## src/rtl/dmem_dump_reader_pkg.sv

```systemverilog
// -----------------------------------------------------------------------------
// dmem_dump_reader_pkg
// Shared widths, dump FSM state encodings and small address helpers for the
// data-BRAM dump reader.
// Optional feature macro: DMEM_DUMP_CHECKSUM_EN (adds the checksum trailer beat).
// -----------------------------------------------------------------------------
package dmem_dump_reader_pkg;

    localparam int DATA_WIDTH = 32;
    localparam int DBG_ADDR_W = 12;
    localparam int CNT_W      = 11;

    typedef enum logic [2:0] {
        DUMP_IDLE    = 3'd0,
        DUMP_ISSUE   = 3'd1,
        DUMP_WAIT    = 3'd2,
        DUMP_PRESENT = 3'd3,
        DUMP_FINISH  = 3'd4,
        DUMP_CHK     = 3'd5
    } dump_state_e;

    // Clears the two byte-offset bits so every BRAM access is word aligned.
    function automatic logic [DBG_ADDR_W-1:0] word_align(input logic [DBG_ADDR_W-1:0] a);
        return a & ~DBG_ADDR_W'(3);
    endfunction

    // Next word address; wraps naturally modulo 2**DBG_ADDR_W.
    function automatic logic [DBG_ADDR_W-1:0] next_word_addr(input logic [DBG_ADDR_W-1:0] a);
        return a + DBG_ADDR_W'(4);
    endfunction

endpackage

```

## src/rtl/dmem_dump_reader_if.sv

```systemverilog
// -----------------------------------------------------------------------------
// dmem_dump_reader_if
// Valid/ready dump stream: one beat per memory word with its byte address.
//   valid : beat valid (master -> slave)
//   ready : beat accepted when valid & ready (slave -> master)
//   data  : dumped word
//   addr  : byte address of data (0 on the checksum trailer)
//   last  : final beat of the dump
// -----------------------------------------------------------------------------
interface dmem_dump_reader_if;
    import dmem_dump_reader_pkg::*;

    logic                  valid;
    logic                  ready;
    logic [DATA_WIDTH-1:0] data;
    logic [DBG_ADDR_W-1:0] addr;
    logic                  last;

    modport master (output valid, output data, output addr, output last, input ready);
    modport slave  (input valid, input data, input addr, input last, output ready);

endinterface

```

## src/rtl/dmem_dump_reader_out_reg.sv

```systemverilog
// -----------------------------------------------------------------------------
// dmem_dump_reader_out_reg
// Dump output holding register. A load captures data/addr/last and raises
// valid; the beat is then held unchanged until the downstream handshake,
// which drops valid. A load in the same cycle as a handshake wins, so
// back-to-back beats need no bubble.
// Ports:
//   clk, rst_n          clock, asynchronous active-low reset
//   load_i              capture data_i/addr_i/last_i and present a beat
//   data_i/addr_i/last_i beat contents to capture
//   ready_i             downstream ready
//   valid_o/data_o/addr_o/last_o  registered beat outputs
// -----------------------------------------------------------------------------
module dmem_dump_reader_out_reg
    import dmem_dump_reader_pkg::*;
(
    input  logic                  clk,
    input  logic                  rst_n,
    input  logic                  load_i,
    input  logic [DATA_WIDTH-1:0] data_i,
    input  logic [DBG_ADDR_W-1:0] addr_i,
    input  logic                  last_i,
    input  logic                  ready_i,
    output logic                  valid_o,
    output logic [DATA_WIDTH-1:0] data_o,
    output logic [DBG_ADDR_W-1:0] addr_o,
    output logic                  last_o
);

    logic                  valid_q;
    logic [DATA_WIDTH-1:0] data_q;
    logic [DBG_ADDR_W-1:0] addr_q;
    logic                  last_q;

    // Beat holding register: load, hold while stalled, clear on handshake.
    always_ff @(posedge clk or negedge rst_n) begin
        if (!rst_n) begin
            valid_q <= 1'b0;
            data_q  <= '0;
            addr_q  <= '0;
            last_q  <= 1'b0;
        end else if (load_i) begin
            valid_q <= 1'b1;
            data_q  <= data_i;
            addr_q  <= addr_i;
            last_q  <= last_i;
        end else if (valid_q && ready_i) begin
            valid_q <= 1'b0;
            last_q  <= 1'b0;
        end else begin
            valid_q <= valid_q;
        end
    end

    assign valid_o = valid_q;
    assign data_o  = data_q;
    assign addr_o  = addr_q;
    assign last_o  = last_q;

endmodule

```

## src/rtl/dmem_dump_reader.sv

```systemverilog
// -----------------------------------------------------------------------------
// dmem_dump_reader
// Reads a window of data BRAM through its debug read port after execution
// and streams each word out with its byte address. The core is frozen
// (halt_req_o) for the whole dump.
// Parameter RD_LAT: debug port read latency, 0 (combinational) or 1 (registered).
// Optional feature macro DMEM_DUMP_CHECKSUM_EN: appends a trailer beat carrying
// the 32-bit sum of all dumped words (addr 0, last 1); data beats then carry last=0.
// Ports:
//   clk, rst_n      clock, asynchronous active-low reset (aborts a dump, no done)
//   start_i         one-cycle request, sampled only when idle
//   base_addr_i     first byte address (bits [1:0] ignored)
//   word_cnt_i      number of words, 0 gives an immediate done with no beats
//   busy_o          high from accepted start through the done cycle
//   done_o          one-cycle completion pulse
//   halt_req_o      equals busy_o, stalls the core
//   debug_addr_o    word address to the BRAM debug port
//   debug_data_i    BRAM debug read data
//   m_if            dump stream (master)
// -----------------------------------------------------------------------------
module dmem_dump_reader
    import dmem_dump_reader_pkg::*;
#(
    parameter int RD_LAT = 1
) (
    input  logic                  clk,
    input  logic                  rst_n,
    input  logic                  start_i,
    input  logic [DBG_ADDR_W-1:0] base_addr_i,
    input  logic [CNT_W-1:0]      word_cnt_i,
    output logic                  busy_o,
    output logic                  done_o,
    output logic                  halt_req_o,
    output logic [DBG_ADDR_W-1:0] debug_addr_o,
    input  logic [DATA_WIDTH-1:0] debug_data_i,
    dmem_dump_reader_if.master    m_if
);

    localparam bit RD_COMB = (RD_LAT == 0);

    dump_state_e           state_q, state_d;
    logic [DBG_ADDR_W-1:0] addr_q, addr_d;
    logic [CNT_W-1:0]      remain_q, remain_d;
    logic                  busy_q, busy_d;
    logic                  done_q, done_d;
`ifdef DMEM_DUMP_CHECKSUM_EN
    logic [DATA_WIDTH-1:0] sum_q, sum_d;
`endif

    logic                  hs_s;
    logic                  last_word_s;
    logic                  load_s;
    logic [DATA_WIDTH-1:0] ld_data_s;
    logic [DBG_ADDR_W-1:0] ld_addr_s;
    logic                  ld_last_s;

    assign hs_s        = m_if.valid & m_if.ready;
    assign last_word_s = (remain_q == CNT_W'(1));

    // State register.
    always_ff @(posedge clk or negedge rst_n) begin
        if (!rst_n) begin
            state_q <= DUMP_IDLE;
        end else begin
            state_q <= state_d;
        end
    end

    // Next-state logic.
    always_comb begin
        state_d = state_q;
        case (state_q)
            DUMP_IDLE: begin
                if (start_i) begin
                    state_d = (word_cnt_i == CNT_W'(0)) ? DUMP_FINISH : DUMP_ISSUE;
                end else begin
                    state_d = DUMP_IDLE;
                end
            end
            DUMP_ISSUE:   state_d = RD_COMB ? DUMP_PRESENT : DUMP_WAIT;
            DUMP_WAIT:    state_d = DUMP_PRESENT;
            DUMP_PRESENT: begin
                if (hs_s) begin
                    if (last_word_s) begin
`ifdef DMEM_DUMP_CHECKSUM_EN
                        state_d = DUMP_CHK;
`else
                        state_d = DUMP_FINISH;
`endif
                    end else begin
                        state_d = DUMP_ISSUE;
                    end
                end else begin
                    state_d = DUMP_PRESENT;
                end
            end
            DUMP_CHK: begin
                if (hs_s) begin
                    state_d = DUMP_FINISH;
                end else begin
                    state_d = DUMP_CHK;
                end
            end
            DUMP_FINISH:  state_d = DUMP_IDLE;
            default:      state_d = DUMP_IDLE;
        endcase
    end

    // Output / datapath next values: address and remain counters, beat loads.
    always_comb begin
        addr_d    = addr_q;
        remain_d  = remain_q;
        load_s    = 1'b0;
        ld_data_s = debug_data_i;
        ld_addr_s = addr_q;
`ifdef DMEM_DUMP_CHECKSUM_EN
        sum_d     = sum_q;
        ld_last_s = 1'b0;
`else
        ld_last_s = last_word_s;
`endif
        case (state_q)
            DUMP_IDLE: begin
                if (start_i) begin
                    addr_d   = word_align(base_addr_i);
                    remain_d = word_cnt_i;
`ifdef DMEM_DUMP_CHECKSUM_EN
                    sum_d    = '0;
`endif
                end else begin
                    addr_d   = addr_q;
                end
            end
            DUMP_ISSUE, DUMP_WAIT: begin
                // Read data is valid in ISSUE for a combinational port, in WAIT otherwise.
                if ((state_q == DUMP_WAIT) || RD_COMB) begin
                    load_s = 1'b1;
`ifdef DMEM_DUMP_CHECKSUM_EN
                    sum_d  = sum_q + debug_data_i;
`endif
                end else begin
                    load_s = 1'b0;
                end
            end
            DUMP_PRESENT: begin
                if (hs_s) begin
                    addr_d   = next_word_addr(addr_q);
                    remain_d = remain_q - CNT_W'(1);
`ifdef DMEM_DUMP_CHECKSUM_EN
                    // Trailer is loaded on the last data handshake so it follows with no gap.
                    if (last_word_s) begin
                        load_s    = 1'b1;
                        ld_data_s = sum_q;
                        ld_addr_s = '0;
                        ld_last_s = 1'b1;
                    end else begin
                        load_s    = 1'b0;
                    end
`endif
                end else begin
                    addr_d = addr_q;
                end
            end
            default: begin
                addr_d = addr_q;
            end
        endcase
        busy_d = (state_d != DUMP_IDLE);
        done_d = (state_d == DUMP_FINISH);
    end

    // Datapath and status registers.
    always_ff @(posedge clk or negedge rst_n) begin
        if (!rst_n) begin
            addr_q   <= '0;
            remain_q <= '0;
            busy_q   <= 1'b0;
            done_q   <= 1'b0;
`ifdef DMEM_DUMP_CHECKSUM_EN
            sum_q    <= '0;
`endif
        end else begin
            addr_q   <= addr_d;
            remain_q <= remain_d;
            busy_q   <= busy_d;
            done_q   <= done_d;
`ifdef DMEM_DUMP_CHECKSUM_EN
            sum_q    <= sum_d;
`endif
        end
    end

    dmem_dump_reader_out_reg u_out_reg (
        .clk     (clk),
        .rst_n   (rst_n),
        .load_i  (load_s),
        .data_i  (ld_data_s),
        .addr_i  (ld_addr_s),
        .last_i  (ld_last_s),
        .ready_i (m_if.ready),
        .valid_o (m_if.valid),
        .data_o  (m_if.data),
        .addr_o  (m_if.addr),
        .last_o  (m_if.last)
    );

    assign busy_o       = busy_q;
    assign done_o       = done_q;
    assign halt_req_o   = busy_q;
    assign debug_addr_o = addr_q;

endmodule

```

## src/flat_wrapper.sv

```systemverilog
// flat-port wrapper written by rule: the top's interface ports become plain ports
module dmem_dump_reader_flat import dmem_dump_reader_pkg::*;
#(
    parameter int RD_LAT = 1
)
  (clk, rst_n, start_i, base_addr_i, word_cnt_i, busy_o, done_o, halt_req_o, debug_addr_o, debug_data_i, m_if_valid, m_if_data, m_if_addr, m_if_last, m_if_ready);
  dmem_dump_reader_if m_if_i ();
  input  logic clk;
  input  logic rst_n;
  input  logic start_i;
  input  logic [DBG_ADDR_W-1:0] base_addr_i;
  input  logic [CNT_W-1:0] word_cnt_i;
  output logic busy_o;
  output logic done_o;
  output logic halt_req_o;
  output logic [DBG_ADDR_W-1:0] debug_addr_o;
  input  logic [DATA_WIDTH-1:0] debug_data_i;
  output wire logic [$bits(m_if_i.valid)-1:0] m_if_valid;
  output wire logic [$bits(m_if_i.data)-1:0] m_if_data;
  output wire logic [$bits(m_if_i.addr)-1:0] m_if_addr;
  output wire logic [$bits(m_if_i.last)-1:0] m_if_last;
  input wire logic [$bits(m_if_i.ready)-1:0] m_if_ready;
  assign m_if_valid = m_if_i.valid;
  assign m_if_data = m_if_i.data;
  assign m_if_addr = m_if_i.addr;
  assign m_if_last = m_if_i.last;
  assign m_if_i.ready = m_if_ready;
  dmem_dump_reader #(.RD_LAT(RD_LAT)) u_core (.clk(clk), .rst_n(rst_n), .start_i(start_i), .base_addr_i(base_addr_i), .word_cnt_i(word_cnt_i), .busy_o(busy_o), .done_o(done_o), .halt_req_o(halt_req_o), .debug_addr_o(debug_addr_o), .debug_data_i(debug_data_i), .m_if(m_if_i));
endmodule
```

## config.mk

```make
export PLATFORM = sky130hd
export DESIGN_NAME = dmem_dump_reader_flat
export DESIGN_NICKNAME = d
export VERILOG_FILES = /design/src/rtl/dmem_dump_reader_pkg.sv /design/src/rtl/dmem_dump_reader_if.sv /design/src/rtl/dmem_dump_reader_out_reg.sv /design/src/rtl/dmem_dump_reader.sv /design/src/flat_wrapper.sv
export SDC_FILE = /design/constraint.sdc
export NUM_CORES = 1
export LEC_CHECK = 0
export BUFFER_PORTS_ARGS = -buffer_cell sky130_fd_sc_hd__buf_2
export CORE_MARGIN = 5
export CORE_UTILIZATION = 25
export DETAILED_ROUTE_END_ITERATION = 10
export GPL_TIMING_DRIVEN = 0
export PLACE_DENSITY = 0.5
export SLEW_MARGIN = 20
export SYNTH_ARGS = -nofsm -noshare
export SYNTH_HDL_FRONTEND = slang
export SYNTH_SLANG_ARGS = --single-unit
```

## constraint.sdc

```tcl
create_clock -name clk -period 1.9 [get_ports clk]
set_input_delay 0.38 -clock clk [delete_from_list [all_inputs] [get_ports clk]]
set_output_delay 0.38 -clock clk [all_outputs]
set_load 0.05 [all_outputs]
```

==> results of run 1 <==
## worst min-delay path: stages
cell     delay (ns)
buf_2          0.07
nand2_1        0.04
nand2_1        0.04
## metal layers
metal	GRT usage	wire length [um]	up-vias
met3	0.0437	625	11
met5	0	0	-
met2	0.211	4950	105
li1	-	-	1563
met4	0.0372	140	0
met1	0.165	4560	1500
## final cells by class
cell class	count	area, um^2	share of cell area
plain buffers	24	155	0.0336
clock buffers	10	229	0.0496
clock inverters	6	70.1	0.0152
inverters	6	22.5	0.00487
multi-input cells	285	1520	0.329
flip-flops and latches	70	1750	0.379
well taps	176	220	0.0477
repair buffers	121	651	0.141
## state kept, by name, indices dropped and copies added (netlist names)
| register | cells |
|---|---|
| u_core.u_out_reg.data_o | 32 |
| u_core.remain_q | 11 |
| u_core.debug_addr_o | 10 |
| u_core.u_out_reg.addr_o | 10 |
| u_core.state_q | 3 |
| u_core.busy_o | 1 |
| u_core.done_o | 1 |
| u_core.u_out_reg.last_o | 1 |
| u_core.u_out_reg.valid_o | 1 |
## per-stage QoR
| stage | setup WS, ns | area (um^2) | hold WS, ns |
|---|---|---|---|
| after floorplan | 0.0989 | 3400 | 0.0844 |
| after global placement | -0.0849 | 4180 | 0.454 |
| after detailed placement | -0.0900 | 4210 | 0.336 |
| after CTS | 0.00221 | 4570 | 0.218 |
| after global routing | 0.00275 | 4620 | 0.226 |
| final | 0.0924 | 4620 | 0.231 |
## kinds of logic (layout without fill, tap and decap cells)
family | Yosys count | in the layout | synth area share
buffers and inverters | 30 | 167 | 0.0499
muxes | 4 | 4 | 0.0126
other | 1 | 4 | 0.00111
adders and majority gates | 3 | 3 | 0.0111
DFF | 70 | 70 | 0.518
AOI/OAI and AO/OA | 64 | 64 | 0.121
and+or+nand+nor | 210 | 210 | 0.287
## how the worst min path moves through the flow
stage | startpoint | end | slack (ns) | depth (start not counted)
after floorplan | rst_n | u_core.busy_o | 0.08 | 0
after global placement | u_core.u_out_reg.addr_o[3] | u_core.u_out_reg.addr_o[3] | 0.45 | 2
after detailed placement | rst_n | u_core.done_o | 0.34 | 1
after CTS | debug_data_i[16] | u_core.u_out_reg.data_o[16] | 0.22 | 3
after global routing | debug_data_i[17] | u_core.u_out_reg.data_o[17] | 0.23 | 3
final | debug_data_i[16] | u_core.u_out_reg.data_o[16] | 0.23 | 3
## synthesized netlist by cell type (all sizes together), types with 6 or more instances
| cell | instances | area [um^2] |
|---|---|---|
| a21oi | 17 | 88.8 |
| buf | 10 | 73.8 |
| clkbuf | 14 | 72.6 |
| dfrtp | 70 | 1750 |
| inv | 6 | 22.5 |
| nand2 | 147 | 552 |
| nand3 | 14 | 70.1 |
| nand4 | 6 | 37.5 |
| nor2 | 11 | 41.3 |
| nor3 | 6 | 35.0 |
| o21ai | 19 | 95.1 |
## power groups by stage
stage,Combinational [mW],Clock (mW),Sequential [mW]
after global routing,5.80,1.81,2.85
after global placement,5.19,0,2.72
final,5.33,1.70,2.75
after detailed placement,5.25,0,2.75
after floorplan,2.06,0,4.51
after CTS,5.31,1.76,2.73
## repair_timing
item,in CTS,in global routing
setup buffers,4,2
hold endpoints to repair,26,0
hold buffers,1,0
cloned,0,0
pin swaps,1,0
gates resized for setup,6,16
endpoints found under the setup margin,43,33
==> flow_summary.json, run 1 <==
{
  "io_buffers": 113,
  "cp-endpoint": "u_core.done_o",
  "path_buf_inv": 2,
  "synth_edf_count": 0,
  "antennaDiodeCount": 0,
  "crit_cells": 6,
  "crit-reg2reg-launch": "u_core.state_q[1]",
  "synth.distinct_cells": 53,
  "avgSynthCellArea_um2": 8.86,
  "hold_violations": 0,
  "p_total_mw": 9.78,
  "wl_per_cell_um": 14.7,
  "dpl.hpwl_um": 7720,
  "critPathMaxFanout": 10,
  "synth_seq_area_share": 0.518,
  "rsz0062_at_grt": "false",
  "p_int_mw": 4.70,
  "arrival_ns": 2.03,
  "grt_pass1_vias": 3110,
  "rrSetupSlack_ns": 0.09,
  "dieArea_mm2": 0.0160,
  "start_util": 0.256,
  "power.density_mw_per_mm2": 2120,
  "cp.required_ns": 2.12,
  "end_kind": "flip-flop",
  "slowest_stage": "or4b_1",
  "status": "finished clean",
  "synthesis.area_mm2": 0.00338,
  "pwr-share-clk": 0.174,
  "slew_headroom": 0.632,
  "combPwrFrac": 0.545,
  "grt_max_degree": 45,
  "crit_start": "u_core.state_q[1]",
  "cts_tree": "built",
  "final_cell_mix": "nand2_1, buf_2, dfrtp_1",
  "antenna_found_initial": 0,
  "p_leak_nw": 2.33,
  "power.share.sequential": 0.281,
  "drv_slew": 0,
  "pin_count": 120,
  "peakVddDrop_mv": 0.589,
  "yosysWarnings": 0,
  "fp.coreArea_mm2": 0.0132,
  "vias_per_cell": 4.55,
  "fin_skew_ns": 0.00390,
  "max_cap_violations": 0,
  "placed_cells": 675,
  "clock_latency_ns": 0.33,
  "critPathTopFamily": "simple AND/OR/NAND/NOR gates",
  "synth_flop_cell": "dfrtp_1",
  "vias": 3179,
  "finalCritPeriodShare": 0.951,
  "synth_cells": 382,
  "reg2reg_to": "u_core.done_o",
  "grt_overflow": 0,
  "synthArstFlopShare": 1.00,
  "setup_viol": 0,
  "cts_made_buffers": 9,
  "nFillCells": 1422,
  "ys_ff_latch": 70,
  "cp_cell_sequence": "buf_6, or4b_1, clkbuf_1, a31oi_1, a211oi_2, and3b_1",
  "dieHeight_um": 126,
  "gp_congestion": 0.873,
  "grt.total_usage": 0.130,
  "wirelength_um": 10300,
  "die_x_um": 126,
  "fmax_ghz": 0.553,
  "final_common_cell": "nand2_1",
  "ant_nets": 0,
  "power.switching_mw": 5.08,
  "dr.pass1.iters": 4,
  "finish.utilization": 0.349,
  "stdcell_count": 698,
  "drive_gt1_frac": 0.330,
  "switching_share": 0.520,
  "worstHoldPathType": "input port to flip-flop",
  "clk_pin_slew_worst_paths_ns": 0.06,
  "final_nets": 579,
  "rows": 42,
  "drt-initial-drc-count": 158,
  "area_growth_syn_to_layout_pct": 36.5,
  "setup_tns_ns": 0,
  "cts-root-buf": "clkbuf_16",
  "finalCriticalPeriod_ns": 1.81,
  "cts.sinks": 70,
  "worst_slew_pin_slew_ns": 0.550,
  "startpoint_type": "flip-flop",
  "crit_type": "flip-flop to flip-flop",
  "slowest_delay_ns": 0.52,
  "reg2reg_depth": 6,
  "drc": 0,
  "clockBufferDepth": 2,
  "grt_pass1_wl_um": 16400,
  "clock_tree.htree_level_count": 3
}
Power figures use the tool's default switching activity.
==> inputs of run 2 (changes only) <==
--- a/config.mk
+++ b/config.mk
@@ -7,10 +7,11 @@
 export LEC_CHECK = 0
 export BUFFER_PORTS_ARGS = -buffer_cell sky130_fd_sc_hd__buf_2
 export CORE_MARGIN = 5
-export CORE_UTILIZATION = 25
+export CORE_UTILIZATION = 40
 export DETAILED_ROUTE_END_ITERATION = 10
 export GPL_TIMING_DRIVEN = 0
-export PLACE_DENSITY = 0.5
+export PLACE_DENSITY = 0.72
+export SETUP_SLACK_MARGIN = 0.15
 export SLEW_MARGIN = 20
 export SYNTH_ARGS = -nofsm -noshare
 export SYNTH_HDL_FRONTEND = slang
==> run 2 against run 1 <==
  * Clock power down 13%
  * Register-to-register slack better by 0.05 ns
  * Hold slack worse by 0.013 ns
  * Power down 0.52%
  * Clock skew up 0.0057 ns
  * Core utilization up 21 points
  * Critical path depth unchanged
  * Combinational power up 3%
  * Global-route usage up 5.9 points
  * Final area down 0.81%
  * Non-clock buffer count up 4
  * Fmax up 2.8%
  * Critical path type unchanged
==> flow_summary.json, run 2 (same netlist as run 1, synthesis figures left out) <==
{
  "slowest_delay_ns": 0.37,
  "crit_cells": 6,
  "clock_tree.htree_level_count": 3,
  "pin_count": 120,
  "grt.total_usage": 0.188,
  "placed_cells": 604,
  "dpl.hpwl_um": 6970,
  "rsz0062_at_grt": "true",
  "clk_pin_slew_worst_paths_ns": 0.08,
  "worst_slew_pin_slew_ns": 0.520,
  "fin_skew_ns": 0.00964,
  "rrSetupSlack_ns": 0.14,
  "max_cap_violations": 0,
  "dieArea_mm2": 0.0104,
  "arrival_ns": 1.97,
  "cts_made_buffers": 9,
  "peakVddDrop_mv": 0.767,
  "dieHeight_um": 102,
  "power.share.sequential": 0.285,
  "crit_start": "u_core.state_q[0]",
  "nFillCells": 747,
  "grt_overflow": 0,
  "finalCriticalPeriod_ns": 1.76,
  "crit-reg2reg-launch": "u_core.state_q[0]",
  "cts.sinks": 70,
  "grt_pass1_vias": 3170,
  "io_buffers": 113,
  "switching_share": 0.515,
  "path_buf_inv": 2,
  "slowest_stage": "dfrtp_1",
  "clock_latency_ns": 0.35,
  "final_common_cell": "nand2_1",
  "power.density_mw_per_mm2": 2120,
  "final_cell_mix": "nand2_1, buf_2, dfrtp_1",
  "wirelength_um": 9610,
  "rows": 33,
  "fp.coreArea_mm2": 0.00822,
  "finalCritPeriodShare": 0.925,
  "combPwrFrac": 0.564,
  "drive_gt1_frac": 0.354,
  "startpoint_type": "flip-flop",
  "cp-endpoint": "u_core.busy_o",
  "antennaDiodeCount": 0,
  "largest_reg_flops": 32,
  "reg2reg_depth": 6,
  "stdcell_count": 631,
  "grt_max_degree": 47,
  "drt-initial-drc-count": 190,
  "critPathTopFamily": "simple AND/OR/NAND/NOR gates",
  "final_nets": 583,
  "p_leak_nw": 2.35,
  "seq_area_mm2": 0.00176,
  "vias": 3239,
  "crit_type": "flip-flop to flip-flop",
  "grt_pass1_wl_um": 15300,
  "reg2reg_to": "u_core.busy_o",
  "p_int_mw": 4.72,
  "slew_headroom": 0.650,
  "wl_per_cell_um": 15.2,
  "worstHoldPathCells": 3,
  "pwr-share-clk": 0.152,
  "critPathMaxFanout": 10,
  "start_util": 0.412,
  "cp_cell_sequence": "buf_4, and3b_1, clkbuf_8, nand2_1, o211ai_1, or3b_1",
  "multi_input_area_mm2": 0.00155,
  "drc": 0,
  "hold_violations": 0,
  "fmax_ghz": 0.569,
  "setup_viol": 0,
  "dr.pass1.iters": 4,
  "die_x_um": 102,
  "worstHoldPathType": "input port to flip-flop",
  "power.switching_mw": 5.01,
  "end_kind": "flip-flop",
  "vias_per_cell": 5.13,
  "gp_congestion": 0.891,
  "ant_nets": 0,
  "cp.required_ns": 2.11,
  "cts_tree": "built",
  "p_total_mw": 9.73,
  "antenna_found_initial": 0,
  "drv_slew": 0,
  "status": "finished clean",
  "cts-root-buf": "clkbuf_8",
  "area_growth_syn_to_layout_pct": 35.4,
  "clockBufferDepth": 2
}
-- run 2: worst min-delay path by stage --
stage | end | startpoint
6_report | u_core.u_out_reg.data_o[28] | debug_data_i[28]
5_1_grt | u_core.u_out_reg.data_o[28] | debug_data_i[28]
3_5_place_dp | u_core.busy_o | rst_n
4_1_cts | u_core.u_out_reg.data_o[17] | debug_data_i[17]
2_1_floorplan | u_core.busy_o | rst_n
3_3_place_gp | u_core.u_out_reg.data_o[2] | u_core.u_out_reg.data_o[2]
-- run 2: routing by layer --
layer / vias up / part of all wire / global-route usage
met5: - / 0 / 0
li1: 1578 / - / -
met1: 1502 / 0.41 / 0.245
met4: 0 / 0.025 / 0.0938
met2: 137 / 0.48 / 0.296
met3: 22 / 0.080 / 0.0444
-- run 2: timing repair --
item,4_1_cts,5_1_grt
resized for setup,18,22
endpoints found under the hold margin,24,0
hold buffers,1,0
pin swaps,1,5
buffers inserted,6,4
endpoints found under the setup margin,54,44
-- run 2: per-stage QoR --
stage / area, um^2 / hold WS (ns) / setup WS, ns / TNS (ns) / utilization
after floorplan: 3400 / 0.0844 / 0.157 / 0 / -
after global placement: 4100 / 0.453 / -0.0701 / -0.228 / 0.499
after detailed placement: 4130 / 0.313 / -0.0767 / -0.510 / 0.502
after CTS: 4480 / 0.203 / 0.0513 / 0 / 0.546
after global routing: 4580 / 0.196 / 0.0556 / 0 / 0.558
final: 4580 / 0.218 / 0.142 / 0 / 0.558
-- run 2: worst register-to-register path, cell delays in order, from the launching register on --
cell and delay (ns):
dfrtp_1 0.37, buf_4 0.17, and3b_1 0.18, clkbuf_8 0.16, nand2_1 0.22, o211ai_1 0.16
or3b_1 0.37
-- run 2: final cells by class --
cell class / count / share of cell area
Buffer: 24 / 0.0401
Clock inverter: 5 / 0.0232
Inverter: 6 / 0.00491
Sequential cell: 70 / 0.384
Clock buffer: 11 / 0.0308
Multi-Input combinational cell: 285 / 0.339
Tap cell: 105 / 0.0287
Timing Repair Buffer: 125 / 0.149
-- run 2: power by group through the flow --
stage | sequential, mW | combinational (mW) | clock (mW)
detailed placement | 2.74 | 5.20 | 0
floorplan | 4.52 | 2.06 | 0
CTS | 2.72 | 5.36 | 1.51
global route | 2.86 | 5.95 | 1.58
global placement | 2.70 | 5.09 | 0
finish | 2.77 | 5.48 | 1.48
